**config.mk**
```make
export PLATFORM = sky130hd
export DESIGN_NAME = lat_return_buffer
export DESIGN_NICKNAME = d
export VERILOG_FILES = /design/src/rtl/lat_return_buffer.sv
export SDC_FILE = /design/constraint.sdc
export NUM_CORES = 1
export LEC_CHECK = 0
export ABC_CLOCK_PERIOD_IN_PS = 5600
export BUFFER_PORTS_ARGS = -buffer_cell sky130_fd_sc_hd__buf_2
export CORE_MARGIN = 10
export CORE_UTILIZATION = 40
export CTS_BUF_LIST = sky130_fd_sc_hd__clkbuf_16
export CTS_CLUSTER_SIZE = 10
export DETAILED_ROUTE_END_ITERATION = 10
export GPL_TIMING_DRIVEN = 0
export SETUP_SLACK_MARGIN = 0.1
export SLEW_MARGIN = 0
export SYNTH_ARGS = -nofsm -noshare
export SYNTH_HDL_FRONTEND = slang
export SYNTH_SLANG_ARGS = --single-unit
```
**constraint.sdc**
```tcl
create_clock -name clk_i -period 5.6 [get_ports clk_i]
set_input_delay 1.12 -clock clk_i [delete_from_list [all_inputs] [get_ports clk_i]]
set_output_delay 1.12 -clock clk_i [all_outputs]
set_load 0.005 [all_outputs]
```
**src/rtl/lat_return_buffer.sv**
```systemverilog
// Credit-gated return buffer for a fixed-latency, non-stallable pipeline.
// Define LAT_RETURN_BUFFER_BYPASS_EN for same-cycle return-to-output bypass.
module lat_return_buffer #(
  parameter int DATA_WIDTH = 8,
  parameter int DEPTH      = 2
) (
  input  logic                         clk_i,
  input  logic                         rst_i,
  input  logic                         req_i,
  output logic                         issue_o,
  output logic [$clog2(DEPTH+1)-1:0]   credits_o,
  input  logic                         ret_valid_i,
  input  logic [DATA_WIDTH-1:0]        ret_data_i,
  output logic                         valid_o,
  output logic [DATA_WIDTH-1:0]        data_o,
  input  logic                         ready_i,
  output logic [$clog2(DEPTH+1)-1:0]   count_o,
  output logic                         overflow_o
);

  localparam int CW = $clog2(DEPTH + 1);
  localparam int PW = (DEPTH > 1) ? $clog2(DEPTH) : 1;
  localparam logic [CW-1:0] FULL = CW'(DEPTH);
  localparam logic [PW-1:0] LAST = PW'(DEPTH - 1);

  logic [DATA_WIDTH-1:0] mem_q [DEPTH];
  logic [PW-1:0] rd_q, rd_d;
  logic [PW-1:0] wr_q, wr_d;
  logic [CW-1:0] cnt_q, cnt_d;
  logic [CW-1:0] cred_q, cred_d;
  logic [CW:0]   cred_sum;
  logic          ovf_q, ovf_d;
  logic          pop, drain, wr_en, byp, byp_take;

  function automatic logic [PW-1:0] inc(input logic [PW-1:0] p);
    return (p == LAST) ? '0 : p + 1'b1;
  endfunction

  assign issue_o = req_i && (cred_q != '0) && !rst_i;

`ifdef LAT_RETURN_BUFFER_BYPASS_EN
  assign byp = (cnt_q == '0) && ret_valid_i;
`else
  assign byp = 1'b0;
`endif

  assign valid_o  = (cnt_q != '0) || byp;
  assign data_o   = (cnt_q != '0) ? mem_q[rd_q]
                  : (byp ? ret_data_i : '0);
  assign pop      = valid_o && ready_i;
  // A bypassed return consumed this cycle never touches storage.
  assign byp_take = byp && ready_i;
  assign drain    = pop && !byp;
  assign wr_en    = ret_valid_i && !byp_take
                 && ((cnt_q != FULL) || pop);

  always_comb begin
    rd_d     = drain ? inc(rd_q) : rd_q;
    wr_d     = wr_en ? inc(wr_q) : wr_q;
    cnt_d    = cnt_q + CW'(wr_en) - CW'(drain);
    ovf_d    = ovf_q || (ret_valid_i && !byp_take && !wr_en);
    cred_sum = {1'b0, cred_q} + (CW+1)'(pop)
             - (CW+1)'(issue_o);
    cred_d   = (cred_sum > {1'b0, FULL}) ? FULL
             : cred_sum[CW-1:0];
  end

  always_ff @(posedge clk_i) begin
    if (rst_i) begin
      rd_q   <= '0;
      wr_q   <= '0;
      cnt_q  <= '0;
      cred_q <= FULL;
      ovf_q  <= 1'b0;
    end else begin
      rd_q   <= rd_d;
      wr_q   <= wr_d;
      cnt_q  <= cnt_d;
      cred_q <= cred_d;
      ovf_q  <= ovf_d;
    end
  end

  always_ff @(posedge clk_i) begin
    if (!rst_i && wr_en) mem_q[wr_q] <= ret_data_i;
  end

  assign credits_o  = cred_q;
  assign count_o    = cnt_q;
  assign overflow_o = ovf_q;

endmodule
```
==> flow_summary.yaml <==
synth:
  syn_nets: 95
  avgSynthCellArea_um2: 13.10
  synth_top_cell_area_share_pct: 47.64
  netlist_area_mm2: 0.001008
  yosys.area.top_type: "edfxtp_1"
  seq_area_frac_synth_pct: 63.52
  syn_inst: 77
  synth_seq_cells: 24
  yosys_warnings: 0
  synth_area_leaders: "edfxtp_1 48%, dfxtp_1 16%, mux2i_1 7.9%"
  ys_types: 19
power_and_ir_drop:
  p_per_area_mw_per_mm2: 433.7
  p_leak_nw: 0.5624
  worst_ir_drop_vdd_v: 0.0002571
  power_w: 0.0005465
grt:
  grt_util_all_layers_pct: 7.528
  antenna_found_initial: 0
  grt_max_degree: 14
  grt-ovfl-total: 0
  grt_pass1_wl_um: 3098
  grt_pass1_vias: 716
clock_tree:
  clk_transition_reported_paths_ps: 60
  cts-resized-gates: 0
  root_buffer: "clkbuf_16"
  postCtsHoldBufs: 0
  cts_made_buffers: 3
  cts_sinks: 24
  htreeDepth: 1
  cts_tree: "done"
  clk_latency_ps: 250
  clock_path_buffers: 2
  cts_setup_buffers: 0
setup_path:
  critPathKind: "in -> out"
  startpoint_type: "input pin"
  cp_cell_sequence: "buf_2 -> buf_2 -> nor3b_1 -> buf_2"
  arrival_ps: 1840
  cpMaxStageDelayCell: "nor3b_1"
  critPathTopFamily: "buffers and inverters"
  cp.buffers_inverters: 3
  cpPeakStageDelay_ps: 280
  path_max_fanout: 10
  required_ps: 4480
  cp_common_cell: "buf_2"
  worstSetupEndpointType: "output port"
route:
  avgRoutedWirePerCell_um: 13.14
  dr.first_iter.drc_count: 13
  drc_errors: 0
  drt-total-wl_um: 1814
  ant_nets: 0
  firstDrtPassIters: 4
  via_per_inst: 4.587
  vias: 633
floorplan:
  core_area_mm2: 0.002432
  die_h_um: 70.21
  fp-row-count: 18
  start_util_pct: 41.46
  dieWidth_um: 70.21
  die_area_mm2: 0.004929
  io_pins: 28
timing:
  worstMarginPinSlew_ps: 1167
  maxSlewHeadroom_pct: 22.00
  max_freq_ghz: 0.3377
  min_period_over_period_pct: 52.87
  finalHoldWorstSlack_ps: 476.7
  slew_violations: 0
  clock_skew_ps: 4.625
  rsz0062_at_grt: "false"
  fin_crit_ps: 2961
  setup_viol: 0
  final_hold_viol_count: 0
  fin_setup_tns_ps: 0
placement:
  io_buffers: 27
  dp.cells: 134
  placed_area_mm2: 0.001181
  post-dp-hpwl_um: 1441
  place.gp.congestion: 0.6873
cells_and_area:
  diodes: 0
  drive_above_1_share_pct: 31.48
  fin_nets: 127
  stdcell_area_mm2: 0.001260
  layout.cells.non_filler: 138
  final_cell_mix: "29 x buf_2, 16 x nor2_1, 16 x edfxtp_1"
  area_growth_pct: 24.94
  final_common_cell: "buf_2"
worst_hold_path:
  hp-class: "reg -> reg"
run_status:
  status: "finished, final reports clean"
job:
  cap_viol_max_count: 0
[synth_stat cells]
library cell  number
edfxtp_1          16
nor2_1            16
dfxtp_1            8
mux2i_1            8
inv_1              7
ha_1               4
buf_2              2
nor2b_1            2
nor3b_1            2
xnor2_1            2
xor2_1             2
a21oi_1            1
fa_1               1
mux2_1             1
nand2b_4           1
nor3_1             1
nor3b_2            1
o21ai_1            1
or3_1              1
[tightest hold or removal path: cells and delay by family (launching register included)]
kind            cells  cell delay, ps
compound gates      1              40
simple gates        1              70
flops               1             330
[path summary, 6_finish.rpt]
check | start | end | slack (ps) | depth (start not counted)
min reg2reg | overflow_o | overflow_o | 480 | 2
max reg2reg | credits_o[1] | credits_o[0] | 3510 | 8
max | rst_i | issue_o | 2640 | 4
min | overflow_o | overflow_o | 480 | 2
[cell families after synthesis]
group	count (synthesis)	share of synthesized area, %
multiplexers	9	9.057
buffers and inverters	9	3.599
AND/OR/NAND/NOR	24	12.41
AO/OA/AOI/OAI	2	0.9916
adder cells (fa/ha/maj)	5	6.948
XOR/XNOR	4	3.475
flip-flops	24	63.52
[metal layers]
metal / global-route usage [%] / share of wire [%]
met3: 3.814 / 6.9
met2: 13.19 / 52
met5: 0 / 0
met4: 1.974 / 0.33
met1: 7.705 / 41
[report_power, final]
part           internal (W)  switching [W]
combinational     0.0000808      0.0000885
sequential         0.000214      0.0000151
clock             0.0000950      0.0000533
[state kept, by name, summed over array words and instances, names as in the netlist, named ones only]
signal and cells:
count_o 2, overflow_o 1, wr_q 1, rd_q 1, mem_q 16, credits_o 2
[final cells by class]
type	instances	area, um2
clock buffer	3	75.07
tap	30	37.54
sequential	24	640.6
inverter	7	26.28
fill	234	1172
buffer	2	10.01
clock inverter	1	3.754
multi-input combinational	44	331.6
timing repair buffer	27	135.1
[metrics by stage]
stage / setup slack [ps] / util [%]
after CTS: 2620 / 51.80
after global placement: 2547 / 48.56
final: 2639 / 51.80
after global routing: 2539 / 51.80
after floorplan: 2672 / -
after detailed placement: 2497 / 48.56
(Power assumes the default switching activity.)
